==> src/rtl/pop_arbiter_pkg.sv <==
// pop_arbiter_pkg: shared state encoding, class IDs and default widths for the pop arbiter
package pop_arbiter_pkg;
  typedef enum logic [1:0] {
    IDLE     = 2'b00,
    SERVE_D0 = 2'b01,
    SERVE_D1 = 2'b10
  } state_e;
  localparam logic CLS_D0 = 1'b0;
  localparam logic CLS_D1 = 1'b1;
  localparam int DATA_WIDTH_DEF = 6;
endpackage

==> src/rtl/pop_arbiter_sat_counter.sv <==
// sat_counter: saturating up-counter that sticks at all-ones
module sat_counter #(
  parameter int count_width = 8
) (
  input  logic                   clk,
  input  logic                   reset,
  input  logic                   inc,
  output logic [count_width-1:0] count
);
  logic [count_width-1:0] count_q, count_d;
  // next count: step on inc unless already at the ceiling
  always_comb count_d = (inc && count_q != '1) ? count_q + count_width'(1) : count_q;
  // count register, cleared while reset is low
  always_ff @(posedge clk)
    if (!reset) count_q <= '0;
    else count_q <= count_d;
  assign count = count_q;
endmodule

==> src/rtl/pop_arbiter.sv <==
// pop_arbiter: weighted round-robin merge of the D0/D1 class FIFOs into one registered stream
module pop_arbiter
  import pop_arbiter_pkg::*;
#(
  parameter int data_width  = DATA_WIDTH_DEF,
  parameter int weight_d0   = 2,
  parameter int weight_d1   = 1,
  parameter int count_width = 8
) (
  input  logic                   clk,
  input  logic                   reset,
  input  logic                   D0_empty,
  input  logic                   D1_empty,
  input  logic [data_width-1:0]  data_in_D0,
  input  logic [data_width-1:0]  data_in_D1,
  input  logic                   out_almost_full,
  output logic                   D0_pop,
  output logic                   D1_pop,
  output logic [data_width-1:0]  data_out,
  output logic                   valid_out,
  output logic                   class_out,
  output logic [count_width-1:0] count_D0,
  output logic [count_width-1:0] count_D1,
  output logic                   idle
);
  localparam logic [3:0] W0 = 4'(weight_d0);
  localparam logic [3:0] W1 = 4'(weight_d1);
  state_e state_q, state_d;
  logic pref_q, pref_d;
  logic [3:0] burst_q, burst_d;
  logic pop0_q, pop0_d, pop1_q, pop1_d;
  logic tag_v_q, tag_v_d, tag_c_q, tag_c_d;
  logic valid_q, valid_d, cls_q, cls_d;
  logic [data_width-1:0] data_q, data_d;
  logic on_d1, cur_empty, oth_empty;
  logic [3:0] cur_w;
  assign on_d1     = state_q == SERVE_D1;
  assign cur_empty = on_d1 ? D1_empty : D0_empty;
  assign oth_empty = on_d1 ? D0_empty : D1_empty;
  assign cur_w     = on_d1 ? W1 : W0;
  // arbitration: pick a class, pop up to its weight, then yield; everything freezes under back-pressure
  always_comb begin
    state_d = state_q;
    pref_d  = pref_q;
    burst_d = burst_q;
    pop0_d  = 1'b0;
    pop1_d  = 1'b0;
    if (!out_almost_full) begin
      if (state_q == IDLE) begin
        burst_d = '0;
        if (!D0_empty && (pref_q == CLS_D0 || D1_empty)) state_d = SERVE_D0;
        else if (!D1_empty) state_d = SERVE_D1;
      end else if (burst_q == cur_w || cur_empty) begin
        burst_d = '0;
        if (!oth_empty) begin
          state_d = on_d1 ? SERVE_D0 : SERVE_D1;
          pref_d  = on_d1 ? CLS_D0 : CLS_D1;
        end else if (cur_empty) begin
          state_d = IDLE;
          pref_d  = on_d1 ? CLS_D0 : CLS_D1;
        end
      end else begin
        burst_d = burst_q + 4'd1;
        pop0_d  = !on_d1;
        pop1_d  = on_d1;
      end
    end
  end
  // datapath: a pop seen against a nonempty FIFO becomes a valid tag, whose word is captured a cycle later
  always_comb begin
    tag_v_d = (pop0_q && !D0_empty) || (pop1_q && !D1_empty);
    tag_c_d = pop1_q ? CLS_D1 : CLS_D0;
    valid_d = tag_v_q;
    cls_d   = tag_c_q;
    data_d  = tag_v_q ? (tag_c_q == CLS_D1 ? data_in_D1 : data_in_D0) : data_q;
  end
  // state and output registers, all cleared while reset is low
  always_ff @(posedge clk) begin
    if (!reset) begin
      state_q <= IDLE;
      pref_q  <= CLS_D0;
      burst_q <= '0;
      pop0_q  <= 1'b0;
      pop1_q  <= 1'b0;
      tag_v_q <= 1'b0;
      tag_c_q <= CLS_D0;
      valid_q <= 1'b0;
      cls_q   <= CLS_D0;
      data_q  <= '0;
    end else begin
      state_q <= state_d;
      pref_q  <= pref_d;
      burst_q <= burst_d;
      pop0_q  <= pop0_d;
      pop1_q  <= pop1_d;
      tag_v_q <= tag_v_d;
      tag_c_q <= tag_c_d;
      valid_q <= valid_d;
      cls_q   <= cls_d;
      data_q  <= data_d;
    end
  end
  sat_counter #(.count_width(count_width)) u_cnt_d0 (
    .clk  (clk),
    .reset(reset),
    .inc  (valid_q && cls_q == CLS_D0),
    .count(count_D0)
  );
  sat_counter #(.count_width(count_width)) u_cnt_d1 (
    .clk  (clk),
    .reset(reset),
    .inc  (valid_q && cls_q == CLS_D1),
    .count(count_D1)
  );
  assign D0_pop    = pop0_q;
  assign D1_pop    = pop1_q;
  assign data_out  = data_q;
  assign valid_out = valid_q;
  assign class_out = cls_q;
  assign idle      = state_q == IDLE && !pop0_q && !pop1_q && !tag_v_q;
endmodule
==> config.mk <==
export PLATFORM = sky130hd
export DESIGN_NAME = pop_arbiter
export DESIGN_NICKNAME = d
export VERILOG_FILES = /design/src/rtl/pop_arbiter_pkg.sv /design/src/rtl/pop_arbiter_sat_counter.sv /design/src/rtl/pop_arbiter.sv
export SDC_FILE = /design/constraint.sdc
export NUM_CORES = 1
export LEC_CHECK = 0
export CORE_ASPECT_RATIO = 1.75
export CORE_MARGIN = 3
export CORE_UTILIZATION = 43
export CTS_CLUSTER_SIZE = 12
export DETAILED_ROUTE_END_ITERATION = 10
export PLACE_DENSITY_LB_ADDON = 0.3
export SYNTH_ARGS = -nofsm -noshare
export SYNTH_HDL_FRONTEND = slang
export SYNTH_SLANG_ARGS = --single-unit
==> constraint.sdc <==
create_clock -name clk -period 1.3 [get_ports clk]
set_input_delay 0.13 -clock clk [delete_from_list [all_inputs] [get_ports clk]]
set_output_delay 0.13 -clock clk [all_outputs]
set_load 0.02 [all_outputs]
# --- Word-level counts from Yosys, hierarchy flattened ---
# Cells that the tools add are included.
# Widths: inputs -> output; s select.
classes:
  n_eq_ne: 7
  reduce_logical: 24
  bitwise_logic: 5
  addsub: 3
  muxes: 17
ops:
  columns: ["cell", "count"]
  rows:
  - ["$add 8x1->8 const B", 2]
  - ["$mux 2", 8]
  - ["$ne 8x8->1 const B", 2]
  - ["$logic_and 1x1->1", 10]
  - ["$mux 4", 2]
  - ["$reduce_and 4->1", 2]
  - ["$logic_not 1->1", 6]
  - ["$mux 1", 6]
  - ["$mux 6", 1]
  - ["$not 1->1", 5]
  - ["$add 4x1->4 const B", 1]
  - ["$eq 4x2->1", 1]
  - ["$reduce_or 4->1", 1]
  - ["$logic_or 1x1->1", 3]
  - ["$ne 3x2->1 const B", 1]
  - ["$ne 3x3->1 const B", 1]
  - ["$eq 2x2->1 const B", 1]
  - ["$logic_not 2->1", 1]
  - ["$ne 2x2->1 const B", 1]
  - ["$reduce_bool 2->1", 1]
word_totals:
  in_bits: 17
  ff_bits: 35

# --- Depth between registers and ports, before layout ---
# Gate-level depths: netlist of run 1.
depth:
  ltp_word: 6
  ltp_mapped: 6
  depth_no_buf: 6

# --- Cells and area by module ---
# Synthesis of run 1 repeated with hierarchy kept, for this count alone.
hier_totals:
  hier_cells: 189
  hier_area_um2: 1730.4
by_module_without_submodules:
  columns: ["mod", "cells_each", "n_inst", "area_each_um2", "seq_area_each_um2"]
  rows:
  - ["pop_arbiter", 95, 1, 922.1, 380.4]
  - ["sat_counter", 47, 2, 404.1, 160.2]

# --- Worst setup path after synthesis of run 1 ---
# No wires, ideal clock.
synth_path:
  path_type: "flip-flop to flip-flop"
  startpoint: "register u_cnt_d1.count_q[0], in the netlist u_cnt_d1.count[0]"
  endpoint: "register u_cnt_d1.count_q[5], in the netlist u_cnt_d1.count[5]"
  slack_ns: -0.221
  setup_ns: 0.128
  t_arrival_ns: 1.393
  stages_incl_launch_ff: 7
  synth_period_minus_slack_ns: 1.521
  path_cell_list: "dfxtp_1 -> ha_1 -> nand3_1 -> o211ai_2 -> nor3_1 -> xnor2_1 -> nor2_1"
synth_via:
  elab_chain_len: 2
  elab_cells_between_ends: 3
  cone_classes: "1 x add/sub; 1 x eq/ne; 1 x reduce/logical"
synth_lines:
  columns: ["item", "line", "text"]
  rows:
  - ["start, declared", "pop_arbiter_sat_counter.sv:10", "logic [count_width-1:0] count_q, count_d;"]
  - ["start signal, assigned", "pop_arbiter_sat_counter.sv:16", "else count_q <= count_d;"]
  - ["branches (longest 2 deep; another with $add 8x1->8)", null, null]
# Parallel ways; which one is timed is not known.
# A chain may end at the register's enable or synchronous reset.

# --- Worst setup path in the final report of run 1 ---
layout_path:
  startpoint: "register state_q[0]"
  endpoint: "output idle"
layout_via:
  elab_chain_len: 4
layout_lines:
  columns: ["item", "line", "text"]
  rows:
  - ["start, declared", "pop_arbiter.sv:28", "state_e state_q, state_d;"]
  - ["start signal, assigned", "pop_arbiter.sv:91", "state_q <= state_d;"]
  - ["$logic_not 2->1", "pop_arbiter.sv:120", "assign idle = state_q == IDLE && !pop0_q && !pop1_q && !tag_v_q;"]
  - ["$logic_and 1x1->1 (3 in a row)", "pop_arbiter.sv:120", null]
  - ["end, declared", "pop_arbiter.sv:24", "output logic idle"]
# No other way between the ends.

==> results.toml, run 1 <==
[cts]
cts.sinks = 35
cts.root.buffer_cell = "clkbuf_8"
clkTransAtPathRegs_ns = 0.07
numCtsBuffers = 5
cts_hold_buffers = 0
clockBufferDepth = 2
cts_tree = "yes"
insertion_delay_ns = 0.29
h-tree-depth = 2

[layout]
stdcell_area_um2 = 2840
antenna_cells = 0
drive_above_1_share_pct = 39.8
syn2layout_area_growth_pct = 70.8
nets = 303

[placed_design]
placed_cell_area_um2 = 2530
portBuffers = 43
place_congestion = 0.867
dp_slack_ns = -0.350
dp.final_hpwl_um = 3580

[power]
p_switching_uw = 539
seq_power_share_pct = 49.9
p_leak_nw = 1.19
intPower_mw = 1.64
swShare_pct = 24.7
combPwrFrac_pct = 15.6
power_density_nw_per_um2 = 768
vdd_drop_max_mv = 0.847
pwr-share-clk_pct = 34.5

[setup_path]
rrSetupSlack_ns = -0.20
path_max_fanout = 2
cp-end-kind = "output pin"
cp.arrival_ns = 1.39
reg2reg_from = "state_q[0]"
timing.rr.end = "state_q[0]"
startpoint = "state_q[0]"
cp.required_ns = 1.17
crit_path_start_kind = "flip-flop"
cp-endpoint = "idle"
worstSetupPathType = "reg -> out"
r2r_cells = 6

[sta]
maxSlewViolCount = 0
setup_violations = 20
fin_skew_ns = 0.00167
min_period_ns = 1.52
finalSetupTns_ns = -2.05
worst_slack_ns = -0.218
relSlewSlack_pct = 74.5
rsz0062_at_grt = "yes"
hold_viol = 0
fin_crit_sh_pct = 117
fmax_ghz = 0.659
tightestPinTransition_ns = 0.379

[hold_path]
hp-class = "in -> reg"

[die]
start_util_pct = 45.3
die_y_um = 88.2
ios = 44
dieArea_um2 = 4670
core-area_um2 = 3660
die_w_um = 53.0
num_rows = 29

[grt]
antenna_found_initial = 0
grtUsageTotal_pct = 23.9
grt_pass1_vias = 1792
grt_max_degree = 29
grt_first_pass_wirelength_um = 8160
overflow = 0

[synthesis]
synth_area_leaders = "dfxtp_1 42%, nor2_1 7.0%, mux2i_1 4.8%, xnor2_1 4.7%, a21oi_1 3.3%"
synth_edf_count = 0
postSynthCellCount = 191
synth_common_cells = "35 x dfxtp_1, 31 x nor2_1, 11 x a21oi_1"
synth-seq-cells = 35
yosysSeqAreaShare_pct = 42.2
synth_cell_types = 43
async_flop_share_pct = 0
synth_area_leader_cell = "dfxtp_1"
ys_warn_count = 0
synth_top_cell_area_share_pct = 42.2
synth_ff_type = "dfxtp_1"
synth_area_per_cell_um2 = 8.69
synth.most_common_cell = "dfxtp_1"
synth_area_um2 = 1660
synth_nets = 211

[drt]
dr.pass1.iters = 4
ant_nets = 0
via_per_inst = 5.24
wirelength_um = 5110
wl_per_cell_um = 15.5
drtIter0Drc = 25
routed-via-count = 1729
post-route-drc-count = 0

[run_status]
violations = "negative setup slack"
run_status = "finished, violations left"

[flow_run]
maxCapViolations = 0
[worst max-delay path, cell delays in order (launching register included)]
cell	delay, ns
dfxtp_2	0.32
or4_4	0.54
nor2_4	0.12
buf_6	0.12
[repair_timing]
item                       4_1_cts  5_1_grt
buffers inserted                 8        0
pin swaps                       19       16
setup endpoints to repair       46       23
gates resized for setup         54       19
[state kept, by name, summed over array words and instances (netlist names)]
name,cells
valid_out,1
pref_q,1
cls_d,1
class_out,1
u_cnt_d0.count,8
u_cnt_d1.count,8
burst_q,4
data_out,6
state_q,2
tag_v_q,1
D0_pop,1
D1_pop,1
[kinds of logic (layout without fill, tap and decap cells)]
kind of cell    Yosys count  count (layout)  synth area share, %
mux                       8               8                 4.82
fa+ha+maj                 3               3                 2.26
xor+xnor                 11              11                 5.80
buf+inv                  16             109                 4.14
flops                    35              35                 42.2
simple gates             77              77                 23.4
compound gates           41              41                 17.4
[worst min-delay path by stage]
stage	cells past startpoint	end	slack (ns)	start
after global placement	2	data_out[2]	0.47	data_out[2]
final	3	data_out[1]	0.48	data_in_D0[1]
after global routing	2	data_out[1]	0.50	data_out[1]
after detailed placement	2	data_out[1]	0.48	data_out[1]
after floorplan	2	state_q[0]	0.31	D0_empty
after CTS	3	data_out[1]	0.48	data_in_D0[1]
[routing by layer]
layer | wire, µm | track usage, % | vias up | share of wire, %
li1 | - | - | 853 | -
met4 | 163 | 11.9 | 0 | 3.2
met1 | 1730 | 22.1 | 816 | 34
met5 | 0 | 0 | - | 0
met2 | 3080 | 46.7 | 45 | 60
met3 | 138 | 4.60 | 15 | 2.7
[cell usage in the layout (no fill, tap or decap), drive strengths merged]
cell / instances
a211oi: 7
a21oi: 12
a221oi: 1
a2bb2oi: 2
a31oi: 2
and2: 2
and3: 3
buf: 52
clkbuf: 7
clkdlybuf4s50: 16
clkinv: 1
dfxtp: 35
dlygate4sd2: 26
ha: 3
inv: 7
mux2i: 8
nand2: 10
nand2b: 2
nand3: 8
nand3b: 2
nand4: 3
nand4bb: 1
nor2: 31
nor2b: 4
nor3: 6
o211a: 1
o211ai: 3
o21a: 1
o21ai: 8
o21bai: 1
o22ai: 1
o311a: 1
o31ai: 1
or3: 2
or4: 3
xnor2: 9
xor2: 2
[power groups by stage]
stage               logic [mW]  registers [mW]  clock network, mW
floorplan                0.129            1.11                  0
global placement         0.264            1.11                  0
detailed placement       0.268            1.11                  0
CTS                      0.321            1.09              0.780
global route             0.359            1.09              0.814
finish                   0.339            1.09              0.753
[through the flow]
stage          util (%)  total power [mW]  cells  hold slack (ns)
2_1_floorplan         -              1.24    191            0.308
3_3_place_gp       69.0              1.37    314            0.471
3_5_place_dp       69.0              1.38    314            0.478
4_1_cts            75.6              2.19    330            0.478
5_1_grt            77.4              2.26    330            0.502
6_report           77.4              2.18    330            0.482
[area by class of cell]
type	count	area [µm²]
clock buffers	7	76.3
clock inverters	1	5.00
fillers	261	828
inverters	7	26.3
multi-input cells	140	1110
flip-flops and latches	35	732
well taps	46	57.6
repair buffers	94	826
Power figures use the tool's default switching activity.
==> run 2: changes to the inputs <==
MAX_ROUTING_LAYER = met4   (was not set)
==> run 2 against run 1 <==
Net effect:
- the flow still finishes with violations (negative setup slack)
- critical endpoint unchanged
- sequential power hardly changed
- utilization stayed put
- hold slack hardly changed
- largest power group unchanged
==> results.toml, run 2 (same netlist as run 1, synthesis figures left out) <==
[sta]
tightestPinTransition_ns = 0.388
rsz0062_at_grt = "yes"
worst_slack_ns = -0.217
fmax_ghz = 0.659
hold_viol = 0
min_period_ns = 1.52
relSlewSlack_pct = 73.9
fin_skew_ns = 0.00202
setup_violations = 20
fin_crit_sh_pct = 117
finalSetupTns_ns = -2.05
maxSlewViolCount = 0

[power]
vdd_drop_max_mv = 0.848
power_density_nw_per_um2 = 769
p_leak_nw = 1.19

[layout]
nets = 303
antenna_cells = 0
drive_above_1_share_pct = 39.8
mostFrequentLayoutCells = "44 x buf_4, 28 x nor2_1, 26 x dlygate4sd2_1"
final_cells = 330
syn2layout_area_growth_pct = 70.8
final_common_cell = "buf_4"
fin_util_pct = 77.4

[placed_design]
place_congestion = 0.881
dp.cells = 314
dp.final_hpwl_um = 3580
dp_slack_ns = -0.350
portBuffers = 43

[drt]
wirelength_um = 5100
routed-via-count = 1739
drtIter0Drc = 30
via_per_inst = 5.27
ant_nets = 0
post-route-drc-count = 0
wl_per_cell_um = 15.5
dr.pass1.iters = 4

[setup_path]
rrSetupSlack_ns = -0.19
r2r_cells = 6
crit_path_start_kind = "flip-flop"
reg2reg_from = "state_q[0]"
cp.required_ns = 1.17
path_max_fanout = 2
cp.arrival_ns = 1.39
worstSetupPathType = "reg -> out"
cp-end-kind = "output pin"
timing.rr.end = "state_q[0]"

[cts]
cts.root.buffer_cell = "clkbuf_8"
numCtsBuffers = 5
h-tree-depth = 2
clockBufferDepth = 2
cts_tree = "yes"
clkTransAtPathRegs_ns = 0.07
cts.sinks = 35
insertion_delay_ns = 0.29

[hold_path]
hp-class = "reg -> reg"
hp-start = "data_out[1]"
whs_endpoint = "data_out[1]"
hold_depth = 2

[grt]
grt_max_degree = 29
antenna_found_initial = 0
grt_pass1_vias = 1798
overflow = 0
grt_first_pass_wirelength_um = 8140
grtUsageTotal_pct = 24.6

[die]
die_w_um = 53.0
ios = 44
dieArea_um2 = 4670
core-area_um2 = 3660
num_rows = 29
start_util_pct = 45.3
die_y_um = 88.2

[flow_run]
maxCapViolations = 0

[run_status]
run_status = "finished, violations left"
violations = "negative setup slack"
run 2: cell counts in the layout (fill, tap and decap cells not counted):
No cell type changed its count.
run 2: cell type report:
cell class	count	area (µm²)
clock inverter	1	5.00
clock buffer	7	76.3
tap	46	57.6
timing repair buffer	94	826
inverter	7	26.3
multi-input combinational	140	1110
sequential	35	732
fill	261	828
run 2: repair_timing:
action	in CTS	in global routing
pin swaps	19	16
hold buffers	0	0
gates resized for setup	54	19
setup buffers	8	0
setup endpoints to repair	46	23
run 2: worst max-delay path by stage:
stage,from,end,slack (ns)
floorplan,state_q[1],state_q[0],-0.05
global route,state_q[0],state_q[0],-0.25
global placement,tag_v_q,idle,-0.36
detailed placement,tag_v_q,idle,-0.35
CTS,tag_v_q,idle,-0.20
finish,state_q[0],idle,-0.22
run 2: worst max-delay path, cell delays in order (launching register included):
cell and delay (ns):
dfxtp_2 0.32, or4_4 0.54, nor2_4 0.12, buf_6 0.12
run 2: metal layers:
layer / wire (µm) / track usage (%)
met5: 0 / -
met4: 134 / 11.9
met3: 140 / 4.60
met2: 3100 / 46.7
met1: 1720 / 22.0
run 2: where the power goes:
part | switching, mW | internal [mW]
combinational | 0.151 | 0.189
sequential | 0.0107 | 1.08
clock | 0.378 | 0.376
run 2: per-stage QoR:
step | hold WS (ns) | instance area, µm² | power (mW)
final | 0.482 | 2840 | 2.18
after global routing | 0.502 | 2840 | 2.26
after floorplan | 0.308 | 1750 | 1.24
after CTS | 0.478 | 2770 | 2.19
after global placement | 0.471 | 2530 | 1.37
after detailed placement | 0.478 | 2530 | 1.38
==> run 3: changes to the inputs <==
CORE_UTILIZATION = 48   (was 43)
SKIP_CTS_REPAIR_TIMING = 1   (was not set)
SYNTH_HIERARCHICAL = 1   (was not set)
clock period = 1.6 ns   (was 1.3 ns; I/O delays follow)
==> run 3 against run 2 <==
Net effect:
- the flow now finishes without violations
- via count down 5.9%
- power decreased by 21%
- sequential power decreased by 18%
- hold slack improved by 0.00061 ns
- utilization decreased by 7.3 points
- clock power decreased by 16%
- area after synthesis grew 4.2%
- non-clock buffer count is 31 lower
- wire length down 19%
==> results.toml, run 3 <==
[run_status]
run_status = "finished clean"

[die]
start_util_pct = 50.4
core-area_um2 = 3430
die_y_um = 85.4
ios = 44
dieArea_um2 = 4390
die_w_um = 51.4
num_rows = 28

[cts]
cts.root.buffer_cell = "clkbuf_8"
clockBufferDepth = 2
cts_tree = "yes"
clkTransAtPathRegs_ns = 0.06
insertion_delay_ns = 0.28
cts.sinks = 35
h-tree-depth = 2
numCtsBuffers = 5

[layout]
syn2layout_area_growth_pct = 39.1
nets = 272
final_common_cell = "clkdlybuf4s50_1"
antenna_cells = 0
fin_util_pct = 70.1
multi_input_area_um2 = 962
drive_above_1_share_pct = 15.1
register_area_um2 = 701
mostFrequentLayoutCells = "41 x clkdlybuf4s50_1, 35 x dfxtp_1, 21 x nand2_1"
final_cells = 297
stdcell_area_um2 = 2410
fillCellCount = 313

[sta]
maxSlewViolCount = 0
rsz0062_at_grt = "no"
min_period_ns = 1.52
fmax_ghz = 0.656
tightestPinTransition_ns = 0.379
finalSetupTns_ns = 0
fin_skew_ns = 0.00254
worst_slack_ns = 0.0760
holdWs_ns = 0.483
hold_viol = 0
setup_violations = 0
fin_crit_sh_pct = 95.3
relSlewSlack_pct = 74.7

[setup_path]
critical_path.top_delay_family = "simple AND/OR/NAND/NOR gates"
rrSetupSlack_ns = 0.10
r2r_cells = 6
path_depth = 3
critPathSlowestCell = "or4_1"
worstSetupPathType = "reg -> out"
path_cells = "or4_1 > nor2_1 > clkbuf_2"
crit_path_start_kind = "flip-flop"
cp-endpoint = "idle"
startpoint = "tag_v_q"
timing.rr.end = "state_q[1]"
path_buf_inv = 1
reg2reg_from = "state_q[1]"
cp.arrival_ns = 1.36
path_max_fanout = 2
cp_slowest_stage_delay_ns = 0.51
cp.required_ns = 1.44
cp-end-kind = "output pin"

[grt]
grt_max_degree = 14
overflow = 0
grt_first_pass_wirelength_um = 6910
antenna_found_initial = 0
grt_pass1_vias = 1613
grtUsageTotal_pct = 20.9

[drt]
drtIter0Drc = 33
via_per_inst = 5.51
wirelength_um = 4150
post-route-drc-count = 0
wl_per_cell_um = 14.0
dr.pass1.iters = 5
ant_nets = 0
routed-via-count = 1637

[power]
p_switching_uw = 400
seq_power_share_pct = 52.0
pwr-share-clk_pct = 37.0
p_leak_nw = 0.964
swShare_pct = 23.3
fin_total_pwr_mw = 1.72
power_density_nw_per_um2 = 715
combPwrFrac_pct = 10.9
intPower_mw = 1.32
vdd_drop_max_mv = 0.610

[synthesis]
synth_area_per_cell_um2 = 9.16
postSynthCellCount = 189
synth_area_um2 = 1730
synth_area_leaders = "dfxtp_1 40%, mux2i_1 6.4%, nand2_1 4.6%, o211a_1 3.5%, a21oi_1 3.2%"
yosysSeqAreaShare_pct = 40.5
synth_nets = 209
async_flop_share_pct = 0
synth_area_leader_cell = "dfxtp_1"
synth.most_common_cell = "dfxtp_1"
synth_edf_count = 0
synth-seq-cells = 35
synth_cell_types = 47
synth_top_cell_area_share_pct = 40.5
ys_warn_count = 6
synth_ff_type = "dfxtp_1"
synth_common_cells = "35 x dfxtp_1, 21 x nand2_1, 11 x a21oi_1, 11 x mux2i_1, 10 x nor2_1"

[placed_design]
dp.cells = 290
dp.final_hpwl_um = 3200
placed_cell_area_um2 = 2320
dp_slack_ns = -0.0537
portBuffers = 43
place_congestion = 0.900

[hold_path]
hp-class = "reg -> reg"
hold_depth = 1

[flow_run]
maxCapViolations = 0
run 3: cell type report:
type | count | area share [%]
clock inverter | 1 | 0.208
tap | 45 | 2.34
inverter | 6 | 0.936
clock buffer | 6 | 3.43
sequential | 35 | 29.1
timing repair buffer | 63 | 24.0
multi-input combinational | 141 | 40.0
run 3: kinds of logic (layout without fill, tap and decap cells):
group                    after synthesis  count (layout)  synth area share (%)
flip-flops                            35              35                  40.5
AND/OR/NAND/NOR                       76              76                  24.4
multiplexers                          11              11                  6.36
adder cells (fa/ha/maj)                3               3                  2.17
AO/OA/AOI/OAI                         48              48                  21.1
buffers and inverters                 13              76                  3.90
XOR/XNOR                               3               3                  1.52
run 3: worst min-delay path by stage:
stage	startpoint	slack, ns	end
after detailed placement	data_out[1]	0.47	data_out[1]
after CTS	data_out[1]	0.48	data_out[1]
after global routing	data_out[1]	0.50	data_out[1]
after floorplan	reset	0.29	tag_v_q
final	data_out[1]	0.48	data_out[1]
after global placement	data_out[2]	0.46	data_out[2]
run 3: power groups by stage:
stage | clock, mW | combinational, mW | sequential, mW
3_5_place_dp | 0 | 0.191 | 0.915
5_1_grt | 0.689 | 0.205 | 0.896
4_1_cts | 0.650 | 0.193 | 0.895
3_3_place_gp | 0 | 0.188 | 0.914
6_report | 0.637 | 0.188 | 0.895
2_1_floorplan | 0 | 0.0914 | 0.917
run 3: per-layer routing:
metal	track usage (%)	wire length [µm]	up-vias
met3	5.27	181	10
met4	9.07	103	0
met5	-	0	-
met1	21.0	1570	754
met2	37.0	2290	49
li1	-	-	824
run 3: worst reg2reg max path, cell delays in order, from the launching register on:
cell,delay (ns)
dfxtp_1,0.31
buf_4,0.15
nor2b_4,0.13
o21ai_2,0.22
a22oi_1,0.13
or2_0,0.22
o221a_1,0.22
